**src/rtl/latch_ctrl_pkg.sv**
```systemverilog
// Shared types and sizing helpers for the latch bank write controller.
// Holds the controller state encoding and the phase counter width math.
package latch_ctrl_pkg;

  typedef enum logic [2:0] {
    IDLE,
    SETUP,
    ENABLE,
    HOLD,
    DONE
  } lwc_state_t;

  function automatic int max3(input int a, input int b, input int c);
    int m;
    m = a;
    if (b > m) m = b;
    if (c > m) m = c;
    return m;
  endfunction

  function automatic int cnt_w(input int s, input int e, input int h);
    return $clog2(max3(s, e, h) + 1);
  endfunction

endpackage

```
**src/rtl/rr_arbiter.sv**
```systemverilog
// Combinational round-robin arbiter; search starts at ptr.
// Produces a one-hot grant, its index and an any-request flag.
module rr_arbiter #(
  parameter int NUM_REQ = 2,
  localparam int IW = $clog2(NUM_REQ)
) (
  input  logic [NUM_REQ-1:0] req,
  input  logic [IW-1:0]      ptr,
  output logic [NUM_REQ-1:0] gnt,
  output logic [IW-1:0]      idx,
  output logic               any
);

  always_comb begin
    gnt = '0;
    idx = '0;
    any = 1'b0;
    for (int k = 0; k < NUM_REQ; k++) begin
      for (int i = 0; i < NUM_REQ; i++) begin
        if (!any && req[i] &&
            i == (int'(ptr) + k) % NUM_REQ) begin
          any    = 1'b1;
          gnt[i] = 1'b1;
          idx    = IW'(i);
        end
      end
    end
  end

endmodule

```
**src/rtl/latch_bank_write_ctrl.sv**
```systemverilog
// Arbitrated write sequencer for a bank of level-sensitive latches.
// Each write runs SETUP -> ENABLE -> HOLD -> DONE around a stable bus.
module latch_bank_write_ctrl
  import latch_ctrl_pkg::*;
#(
  parameter int NUM_REQ   = 2,
  parameter int NUM_ENT   = 8,
  parameter int DATA_W    = 8,
  parameter int SETUP_CYC = 1,
  parameter int EN_CYC    = 2,
  parameter int HOLD_CYC  = 1,
  localparam int AW = $clog2(NUM_ENT),
  localparam int IW = $clog2(NUM_REQ)
) (
  input  logic                      clk,
  input  logic                      reset,
  input  logic [NUM_REQ-1:0]        req_valid,
  input  logic [NUM_REQ*AW-1:0]     req_addr,
  input  logic [NUM_REQ*DATA_W-1:0] req_data,
  output logic [NUM_REQ-1:0]        req_ready,
  output logic [DATA_W-1:0]         lat_d,
  output logic [NUM_ENT-1:0]        lat_en,
  output logic                      busy,
  output logic                      done,
  output logic [IW-1:0]             done_id,
  output logic                      err
);

  localparam int CW = cnt_w(SETUP_CYC, EN_CYC, HOLD_CYC);

  lwc_state_t state_q, state_d;
  logic [CW-1:0] cnt_q, cnt_d;
  logic [IW-1:0] ptr_q, ptr_d;
  logic [IW-1:0] id_q, id_d;
  logic [AW-1:0] addr_q, addr_d;
  logic [DATA_W-1:0] data_d;

  logic [NUM_REQ-1:0] gnt;
  logic [IW-1:0]      gnt_idx;
  logic               any;
  logic               hs;
  logic               last;

  logic [AW-1:0]     addr_sel;
  logic [DATA_W-1:0] data_sel;

  logic [NUM_ENT-1:0] en_d;
  logic               busy_d;
  logic               done_d;
  logic [IW-1:0]      done_id_d;
  logic               err_d;

  rr_arbiter #(
    .NUM_REQ(NUM_REQ)
  ) u_arb (
    .req(req_valid),
    .ptr(ptr_q),
    .gnt(gnt),
    .idx(gnt_idx),
    .any(any)
  );

  assign req_ready =
    (state_q == IDLE && !reset) ? gnt : '0;
  assign hs   = any && state_q == IDLE && !reset;
  assign last = (cnt_q == '0);

  always_comb begin
    addr_sel = '0;
    data_sel = '0;
    for (int i = 0; i < NUM_REQ; i++) begin
      if (gnt[i]) begin
        addr_sel = req_addr[i*AW +: AW];
        data_sel = req_data[i*DATA_W +: DATA_W];
      end
    end
  end

  always_comb begin
    state_d = state_q;
    cnt_d   = cnt_q;
    ptr_d   = ptr_q;
    id_d    = id_q;
    addr_d  = addr_q;
    data_d  = lat_d;
    unique case (state_q)
      IDLE: begin
        if (hs) begin
          state_d = SETUP;
          cnt_d   = CW'(SETUP_CYC - 1);
          addr_d  = addr_sel;
          data_d  = data_sel;
          id_d    = gnt_idx;
          ptr_d   = (gnt_idx == IW'(NUM_REQ - 1)) ?
                    '0 : gnt_idx + IW'(1);
        end
      end
      SETUP: begin
        if (last) begin
          state_d = ENABLE;
          cnt_d   = CW'(EN_CYC - 1);
        end else begin
          cnt_d = cnt_q - CW'(1);
        end
      end
      ENABLE: begin
        if (last) begin
          state_d = HOLD;
          cnt_d   = CW'(HOLD_CYC - 1);
        end else begin
          cnt_d = cnt_q - CW'(1);
        end
      end
      HOLD: begin
        if (last) begin
          state_d = DONE;
          cnt_d   = '0;
        end else begin
          cnt_d = cnt_q - CW'(1);
        end
      end
      DONE: begin
        state_d = IDLE;
        cnt_d   = '0;
      end
      default: begin
        state_d = IDLE;
        cnt_d   = '0;
      end
    endcase
  end

  // Out-of-range addresses match no enable bit, so timing is unaffected.
  always_comb begin
    en_d = '0;
    for (int i = 0; i < NUM_ENT; i++) begin
      en_d[i] = (state_d == ENABLE) &&
                (int'(addr_d) == i);
    end
    busy_d    = (state_d != IDLE);
    done_d    = (state_d == DONE);
    done_id_d = done_d ? id_d : '0;
    err_d     = done_d && (int'(addr_d) >= NUM_ENT);
  end

  always_ff @(posedge clk) begin
    if (reset) begin
      state_q <= IDLE;
      cnt_q   <= '0;
      ptr_q   <= '0;
      id_q    <= '0;
      addr_q  <= '0;
      lat_d   <= '0;
      lat_en  <= '0;
      busy    <= 1'b0;
      done    <= 1'b0;
      done_id <= '0;
      err     <= 1'b0;
    end else begin
      state_q <= state_d;
      cnt_q   <= cnt_d;
      ptr_q   <= ptr_d;
      id_q    <= id_d;
      addr_q  <= addr_d;
      lat_d   <= data_d;
      lat_en  <= en_d;
      busy    <= busy_d;
      done    <= done_d;
      done_id <= done_id_d;
      err     <= err_d;
    end
  end

endmodule

```
**config.mk**
```make
export PLATFORM = sky130hd
export DESIGN_NAME = latch_bank_write_ctrl
export DESIGN_NICKNAME = d
export VERILOG_FILES = /design/src/rtl/latch_ctrl_pkg.sv /design/src/rtl/rr_arbiter.sv /design/src/rtl/latch_bank_write_ctrl.sv
export SDC_FILE = /design/constraint.sdc
export NUM_CORES = 1
export LEC_CHECK = 0
export CAP_MARGIN = 15
export CORE_UTILIZATION = 30
export CTS_BUF_LIST = sky130_fd_sc_hd__clkbuf_16
export CTS_CLUSTER_SIZE = 14
export DETAILED_ROUTE_END_ITERATION = 8
export PLACE_DENSITY = 0.71
export REMOVE_ABC_BUFFERS = 1
export SYNTH_ARGS = -nofsm -noshare
export SYNTH_HDL_FRONTEND = slang
export SYNTH_HIERARCHICAL = 1
export SYNTH_SLANG_ARGS = --single-unit
```
**constraint.sdc**
```tcl
create_clock -name clk -period 2.1 [get_ports clk]
set_input_delay 0.315 -clock clk [delete_from_list [all_inputs] [get_ports clk]]
set_output_delay 0.315 -clock clk [all_outputs]
set_load 0.005 [all_outputs]
```
**Word-level counts from Yosys, hierarchy flattened**

Index checks and enable logic that the tools add are counted.

- Register bits: 29
- Output and inout port bits: 22
- Input bits: 26
- Latch bits: 0
- Logic and storage cells: 88
- Memory bits (read-only): 0
- Bits in writable memories: 0
- Memories kept: 0

- $add $sub $neg: 3
- Reductions and logical operators: 31
- $mul: 0
- $lt $le $gt $ge: 0
- Muxes and demuxes: 28
- Shifts and indexed selects: 0
- Bitwise operators: 2
- Divide/modulo/power cells: 0
- Eq/ne operators: 14

Operators by type and width:

| cell | count |
|---|---|
| $logic_not A32 Y1 | 2 |
| $mux W3 | 8 |
| $logic_and A1 B1 Y1 | 18 |
| $mux W8 | 2 |
| $eq A3 B2 Y1 const B | 5 |
| $eq A3 B3 Y1 const B | 5 |
| $mux W1 | 12 |
| $pmux W3 S4 | 1 |
| $mux W2 | 4 |
| $eq A3 B1 Y1 const B | 2 |
| $logic_not A3 Y1 | 2 |
| $pmux W2 S3 | 1 |
| $logic_not A1 Y1 | 4 |
| $reduce_or A2 Y1 | 2 |
| $reduce_bool A3 Y1 | 1 |
| $add A1 B1 Y1 const B | 2 |
| $eq A2 B2 Y1 const A | 1 |
| $logic_not A2 Y1 | 1 |
| $ne A2 B2 Y1 const B | 1 |
| $reduce_and A2 Y1 | 1 |
| $sub A2 B1 Y2 const B | 1 |
| $and A1 B1 Y1 const A | 1 |
| $not A1 Y1 | 1 |

**Logic depth before layout (Yosys ltp)**

Gate-level depths: netlist of the first run.

- Depth after elaboration: 22
- Depth in mapped cells: 7
- Depth with buffers taken out: 6

**Modules after synthesis**

Netlist of the first run, hierarchy kept.

By module, submodules not included:

| module | area an instance (um^2) | times used | cells an instance | sequential area each (um^2) |
|---|---|---|---|---|
| latch_bank_write_ctrl | 1141.1 | 1 | 118 | 580.6 |
| rr_arbiter | 32.5 | 1 | 5 | 0.0 |

**Worst setup path before layout of the first run**

Ideal clock, no wire load.

- Path type: reg2reg
- Start: register ptr_q
- End: register lat_en[4]
- Period minus slack after synthesis: 1.613 ns
- Path buffers: 1
- Slack: 0.487 ns
- Cell stages (with the launch flop): 8
- Arrival: 1.535 ns
- Required time: 2.022 ns
- Setup time: 0.078 ns
- Cells stage by stage: dfxtp_1 -> inv_1 -> a21boi_1 -> nor2b_1 -> buf_1 -> a22o_1 -> mux2_2 -> nor3_1

- Elaborated cells on any way between the ends: 33
- Those cells by class: add/sub (1); eq/ne (3); mux (13); bitwise (1); reduce/logical (15)

RTL lines:

| item | RTL line | source |
|---|---|---|
| start: declaration | latch_bank_write_ctrl.sv:33 | `logic [IW-1:0] ptr_q, ptr_d;` |
| start signal: assignment | latch_bank_write_ctrl.sv:162 | `ptr_q <= ptr_d;` |
| $logic_not A32 Y1 | rr_arbiter.sv:21 | `i == (int'(ptr) + k) % NUM_REQ) begin` |
| $logic_and A1 B1 Y1 | rr_arbiter.sv:20 | `if (!any && req[i] &&` |
| $mux W1 | rr_arbiter.sv:20 |  |
| $logic_not A1 Y1 | rr_arbiter.sv:20 |  |
| $logic_and A1 B1 Y1 (2 in series) | rr_arbiter.sv:20 |  |
| $mux W1 | rr_arbiter.sv:20 |  |
| $logic_not A1 Y1 | rr_arbiter.sv:20 |  |
| $logic_and A1 B1 Y1 (2 in series) | rr_arbiter.sv:20 |  |
| [... 2 more ...] | -- |  |
| $logic_and A1 B1 Y1 (2 in series) | rr_arbiter.sv:20 |  |
| $mux W1 (*) | rr_arbiter.sv:20 |  |
| net gnt[1] | latch_bank_write_ctrl.sv:38 | `logic [NUM_REQ-1:0] gnt;` |
| $mux W3 (*) | latch_bank_write_ctrl.sv:72 | `if (gnt[i]) begin` |
| $mux W3 (*) | latch_bank_write_ctrl.sv:88 | `if (hs) begin` |
| $mux W3 (*) | latch_bank_write_ctrl.sv:86 | `unique case (state_q)` |
| $eq A3 B3 Y1 (*) | latch_bank_write_ctrl.sv:138 | `(int'(addr_d) == i);` |
| $logic_and A1 B1 Y1 (*) | latch_bank_write_ctrl.sv:137 | `en_d[i] = (state_d == ENABLE) &&` |
| end signal: assignment | latch_bank_write_ctrl.sv:166 | `lat_en <= en_d;` |
| end: declaration | latch_bank_write_ctrl.sv:22 | `output logic [NUM_ENT-1:0] lat_en,` |

Mark *: on every way through the listed nets, which the timed path passes. The rest lies on a longest branch.
A chain may end at the register's enable or synchronous reset.

**Worst setup path in the final report of the first run**

- Start: input req_valid[0]
- End: output req_ready[0]

- Cells in the longest elaborated chain, start to end: 11

Ends and longest elaborated chain:

| item | RTL line | source |
|---|---|---|
| start: declaration | latch_bank_write_ctrl.sv:17 | `input logic [NUM_REQ-1:0] req_valid,` |
| $logic_and A1 B1 Y1 | rr_arbiter.sv:20 |  |
| $mux W1 | rr_arbiter.sv:20 |  |
| $logic_not A1 Y1 | rr_arbiter.sv:20 |  |
| $logic_and A1 B1 Y1 (2 in series) | rr_arbiter.sv:20 |  |
| $mux W1 | rr_arbiter.sv:20 |  |
| $logic_not A1 Y1 | rr_arbiter.sv:20 |  |
| $logic_and A1 B1 Y1 (2 in series) | rr_arbiter.sv:20 |  |
| $mux W1 (*) | rr_arbiter.sv:20 |  |
| net gnt[0] | latch_bank_write_ctrl.sv:38 |  |
| $mux W2 (*) | latch_bank_write_ctrl.sv:64 | `(state_q == IDLE && !reset) ? gnt : '0;` |
| end: declaration | latch_bank_write_ctrl.sv:20 | `output logic [NUM_REQ-1:0] req_ready,` |

Marked as above.

==> results of run 1 <==
[cell families after synthesis]
kind of cell,share of synthesized area [%]
and+or+nand+nor,25.3
xor gates and xnor gates,0.746
DFF,49.5
muxes,5.65
buffers and inverters,5.54
other,0.320
AOI/OAI and AO/OA,13.0
[where the power goes]
part           switching, W  internal, W
combinational      0.000280     0.000324
sequential        0.0000855     0.000653
clock              0.000219     0.000548
total              0.000585      0.00152
[per-stage QoR]
step | setup TNS (ns) | hold slack, ns | worst slack (ns) | power [W] | cells
global placement | 0 | 0.472 | 0.0854 | 0.00132 | 213
global route | -0.0943 | 0.505 | -0.0523 | 0.00223 | 221
finish | 0 | 0.495 | 0.0355 | 0.00211 | 221
CTS | 0 | 0.490 | 0.0327 | 0.00212 | 221
detailed placement | 0 | 0.483 | 0.0205 | 0.00135 | 213
floorplan | 0 | 0.387 | 0.158 | 0.00106 | 114
[worst register-to-register path, stage by stage (launching register included)]
cell	delay (ns)
sky130_fd_sc_hd__dfxtp_1	0.41
sky130_fd_sc_hd__nor2_2	0.23
sky130_fd_sc_hd__and3_1	0.34
sky130_fd_sc_hd__mux2i_1	0.45
sky130_fd_sc_hd__nor3_1	0.13
[cells in the final DEF (no fill, tap or decap), types with 3 or more instances in the layout]
| cell type | Yosys | final |
|---|---|---|
| sky130_fd_sc_hd__dfxtp_1 | 29 | 29 |
| sky130_fd_sc_hd__clkbuf_16 | 0 | 5 |
| sky130_fd_sc_hd__and3_1 | 5 | 5 |
| sky130_fd_sc_hd__clkdlybuf4s50_1 | 0 | 46 |
| sky130_fd_sc_hd__a21boi_1 | 3 | 3 |
| sky130_fd_sc_hd__nor3_1 | 20 | 20 |
| sky130_fd_sc_hd__a221oi_1 | 8 | 8 |
| sky130_fd_sc_hd__mux2i_1 | 3 | 3 |
| sky130_fd_sc_hd__nor2_1 | 15 | 15 |
| sky130_fd_sc_hd__nor2b_1 | 3 | 3 |
| sky130_fd_sc_hd__buf_4 | 1 | 5 |
[worst max path at each step]
stage | slack [ns] | end | cells past startpoint
after detailed placement | 0.02 | lat_en[6]$_SDFF_PP0_ | 6
after global placement | 0.09 | req_ready[1] | 4
final | 0.04 | req_ready[0] | 4
after global routing | -0.05 | req_ready[1] | 4
after CTS | 0.03 | req_ready[1] | 4
after floorplan | 0.16 | lat_en[4]$_SDFF_PP0_ | 6
[flip-flops by register name (all words and copies together) (netlist names)]
name     cells
id_q         1
addr_q       3
lat_d        8
ptr_q        1
busy         1
done         1
state_q      3
lat_en       8
done_id      1
cnt_q        2
[area by class of cell]
| type | count | area, sq um |
|---|---|---|
| clock buffers | 5 | 125 |
| clock inverters | 3 | 37.5 |
| fillers | 358 | 1880 |
| inverters | 1 | 3.75 |
| multi-input cells | 84 | 528 |
| flip-flops and latches | 29 | 581 |
| well taps | 48 | 60.1 |
| repair buffers | 51 | 498 |
[routing by layer]
| metal | up-vias | track usage [%] | part of all wire (%) |
|---|---|---|---|
| met4 | 0 | 9.17 | 2.9 |
| met2 | 51 | 28.4 | 51 |
| met3 | 9 | 4.05 | 6.0 |
| met1 | 521 | 15.3 | 40 |
| li1 | 543 | - | - |
| met5 | - | 0 | 0 |
==> results.tsv, run 1 <==
metric	value	unit
outcome	finished, final reports clean	
timing.hold.worst.class	reg2reg	
yosys_warnings	6	
synthTopCellsByArea	sky130_fd_sc_hd__dfxtp_1 49%, sky130_fd_sc_hd__nor3_1 8.5%, sky130_fd_sc_hd__a221oi_1 6.0%	
min_period	2.06	ns
ant_nets	0	
grt_setup_unrepaired	true	
avg_wl_per_cell	12.8	microns
worst_path_largest_cell_delay	0.52	ns
worstHoldPathCells	1	
core_area	3720	sq um
timing.critical_path.to_type	output port	
ctsResizeCount	0	
async_flop_share	0	%
clk-insertion-delay-late	0.27	ns
die_w	64.5	microns
port_buffer_count	46	
antenna_found_initial	0	
crit-reg2reg-capture	lat_en[6]$_SDFF_PP0_	
synthesis.instances	123	
achievable-frequency	484	MHz
cpLargestDelayFamily	buffers and inverters	
holdCritStartpoint	cnt_q[1]$_SDFFE_PP0P_	
cts_hold_buffers	0	
power_per_cell_area	1150	nW/um^2
die_area	4170	sq um
finalMaxSlewViolations	0	
grt_pass1_vias	1100	
boundaryPins	48	
grt_start_max_net_pins	17	
min_period_over_period	98.3	%
fp-row-count	22	
leakage	0.701	nW
finalCoreUtilization	49.3	%
unique_masters_post_synth	35	
path_cells	clkdlybuf4s50_1, a21boi_1, and3_1, clkdlybuf4s50_1	
clock_tree.root_cell	sky130_fd_sc_hd__clkbuf_16	
final-setup-viol-count	0	
htree_levels	2	
place_hpwl	2140	microns
yosys-top-cells-count	29 x sky130_fd_sc_hd__dfxtp_1, 20 x sky130_fd_sc_hd__nor3_1, 15 x sky130_fd_sc_hd__nor2_1, 8 x sky130_fd_sc_hd__a221oi_1, 5 x sky130_fd_sc_hd__and3_1	
gr-usage-all-layers	15.4	%
r2r.worst_path.cells	4	
seq_area_frac_synth	49.5	%
antenna-diode-count	0	
crit_path_max_fanout	4	
routabilityCongestion	0.763	
max_cap_violations	0	
critical_path_arrival	1.75	ns
synthFlopType	sky130_fd_sc_hd__dfxtp_1	
initial_core_util	31.6	%
cts_tree	built	
cts-buffers-inserted	5	
synth_top_cell_by_area	sky130_fd_sc_hd__dfxtp_1	
cp.required	1.78	ns
via_count	1124	
via_per_inst	5.09	
finalClockSkew	0.00406	ns
place_area	1670	sq um
cell_mode_on_critical_path	sky130_fd_sc_hd__clkdlybuf4s50_1	
postCtsSetupBuffers	0	
clk_transition_reported_paths	0.05	ns
ctsLongestPathBuffers	2	
finish.instance_area	1830	sq um
die_h	64.5	microns
critical_path.n_buffers_inverters	2	
final_layout_size_suffix_gt1_share	9.25	%
area_delta_synth_final	56.2	%
worstSetupPathType	in2out	
grt_first_pass_wirelength	4800	microns
syn-cell-area	1170	sq um
post_synth_edffs	0	
min_delay_worst_endpoint	cnt_q[1]$_SDFFE_PP0P_	
drt_first_pass_iters	4	
synthMostInstantiatedCell	sky130_fd_sc_hd__dfxtp_1	
ys_ff_latch	29	
timing.critical_path.slowest_stage_cell	sky130_fd_sc_hd__clkdlybuf4s50_1	
postRouteWirelength	2840	microns
worst_r2r_startpoint	state_q[1]$_SDFF_PP0_	
nets	198	
critPathLaunchType	input pin	
clock_sinks	29	
synthDominantCellAreaShare	49.5	%
worstSetupStartpoint	req_valid[0]	
grt_remaining_overflow	0	
maximum_vdd_drop	0.466	mV
remaining_drc_errors	0	
post_synth.cell_area_avg	9.54	sq um
r2r_setup_slack	0.40	ns
finalHoldViolCount	0	
iteration_0_drc_count_of_the_detailed_router	25	
Power figures use the tool's default switching activity.
==> run 2: changes to the inputs <==
Settings changed: CORE_UTILIZATION 30 to 42, PLACE_DENSITY 0.71 to 0.9.
==> results.tsv, run 2 (same netlist as run 1, synthesis figures left out) <==
metric	value	unit
outcome	finished, final reports clean	
worstHoldPathCells	2	
timing.hold.worst.class	reg2reg	
boundaryPins	48	
r2r.worst_path.cells	4	
cts_tree	built	
layout.cells.most_common	sky130_fd_sc_hd__clkdlybuf4s50_1	
final_instance_count_without_filler_cells	205	
die_w	54.9	microns
power_frac_clock	36.3	%
clock_sinks	29	
finalHoldViolCount	0	
clock_tree.root_cell	sky130_fd_sc_hd__clkbuf_16	
ctsLongestPathBuffers	2	
clk_transition_reported_paths	0.05	ns
cts-buffers-inserted	5	
clk-insertion-delay-late	0.27	ns
combPwrFrac	29.0	%
grt_remaining_overflow	0	
routabilityCongestion	0.764	
postCtsSetupBuffers	0	
power_per_cell_area	1160	nW/um^2
postRouteWirelength	2940	microns
critical_path_arrival	1.69	ns
cp.required	1.78	ns
grt_first_pass_wirelength	4370	microns
via_count	1118	
remaining_drc_errors	0	
area_delta_synth_final	56.4	%
fill_cells	198	
final_layout_size_suffix_gt1_share	11.4	%
layout_common_cells	45 x sky130_fd_sc_hd__clkdlybuf4s50_1, 29 x sky130_fd_sc_hd__dfxtp_1, 20 x sky130_fd_sc_hd__nor3_1	
ant_nets	0	
final-setup-viol-count	0	
via_per_inst	5.45	
reg.largest.list	lat_d (8), lat_en (8)	
critPathLaunchType	input pin	
finalSetupTns	0	ns
port_buffer_count	46	
core_area	2570	sq um
grt_start_max_net_pins	17	
internal-power	0.00154	W
antenna_found_initial	0	
worstSetupPathType	in2out	
switching_share	27.7	%
die_area	3010	sq um
finalClockSkew	0.00502	ns
avg_wl_per_cell	14.3	microns
drt_first_pass_iters	4	
post-place-cells	197	
max_cap_violations	0	
finalMaxSlewViolations	0	
iteration_0_drc_count_of_the_detailed_router	19	
place_hpwl	2180	microns
grt_setup_unrepaired	false	
fp-row-count	18	
min_period	2.00	ns
leakage	0.722	nW
crit_path_max_fanout	4	
antenna-diode-count	0	
die_h	54.9	microns
nets	200	
grt_pass1_vias	988	
maximum_vdd_drop	1.20	mV
initial_core_util	45.7	%
htree_levels	2	
min_period_over_period	95.4	%
switching_power	0.000589	W
gr-usage-all-layers	22.1	%
power.sequential.fraction	34.7	%
timing.critical_path.to_type	output port	
achievable-frequency	499	MHz
-- run 2: layout make-up --
cell class,count,area [sq um],share of cell area (%)
Clock buffer,5,125,6.82
Clock inverter,3,37.5,2.04
Inverter,1,3.75,0.204
Multi-Input combinational cell,84,536,29.2
Sequential cell,29,581,31.6
Tap cell,30,37.5,2.04
Timing Repair Buffer,53,515,28.1
-- run 2: power by group through the flow --
stage,sequential (W),combinational [W],clock [W]
floorplan,0.000737,0.000323,0
global placement,0.000738,0.000589,0
detailed placement,0.000745,0.000611,0
CTS,0.000736,0.000615,0.000782
global route,0.000751,0.000681,0.000820
finish,0.000738,0.000617,0.000771
-- run 2: worst max-delay path, cell delays in order --
cell and delay, ns:
sky130_fd_sc_hd__clkdlybuf4s50_1 0.52, sky130_fd_sc_hd__a21boi_2 0.20, sky130_fd_sc_hd__and3_1 0.16, sky130_fd_sc_hd__clkdlybuf4s50_1 0.49
-- run 2: timing repair --
| action | CTS | global route |
|---|---|---|
| endpoints found under the setup margin | 0 | 2 |
| resized for setup | 0 | 3 |
| hold buffers | 0 | 0 |
-- run 2: stage by stage --
step | worst slack, ns | utilization, % | power [W] | instance area [sq um] | hold WS, ns
finish | 0.0971 | 71.5 | 0.00213 | 1840 | 0.495
global route | 0.0210 | 71.5 | 0.00225 | 1840 | 0.509
CTS | 0.0289 | 71.1 | 0.00213 | 1830 | 0.498
detailed placement | 0.0376 | 64.8 | 0.00136 | 1660 | 0.492
global placement | 0.0914 | 64.8 | 0.00133 | 1660 | 0.469
floorplan | 0.158 | - | 0.00106 | 1110 | 0.387
-- run 2: metal layers --
metal	part of all wire [%]	routed length, microns	track usage, %
met4	2.4	71	13.7
met2	53	1550	35.1
met5	0	0	0
met1	40	1160	22.6
met3	5.1	149	11.7
-- run 2: worst paths after layout --
kind | from | endpoint | slack, ns
max | req_valid[1] | req_ready[1] | 0.1
min | lat_d[7]$_SDFFE_PP0P_ | lat_d[7]$_SDFFE_PP0P_ | 0.50
max reg2reg | state_q[1]$_SDFF_PP0_ | lat_en[5]$_SDFF_PP0_ | 0.35
min reg2reg | lat_d[7]$_SDFFE_PP0P_ | lat_d[7]$_SDFFE_PP0P_ | 0.50
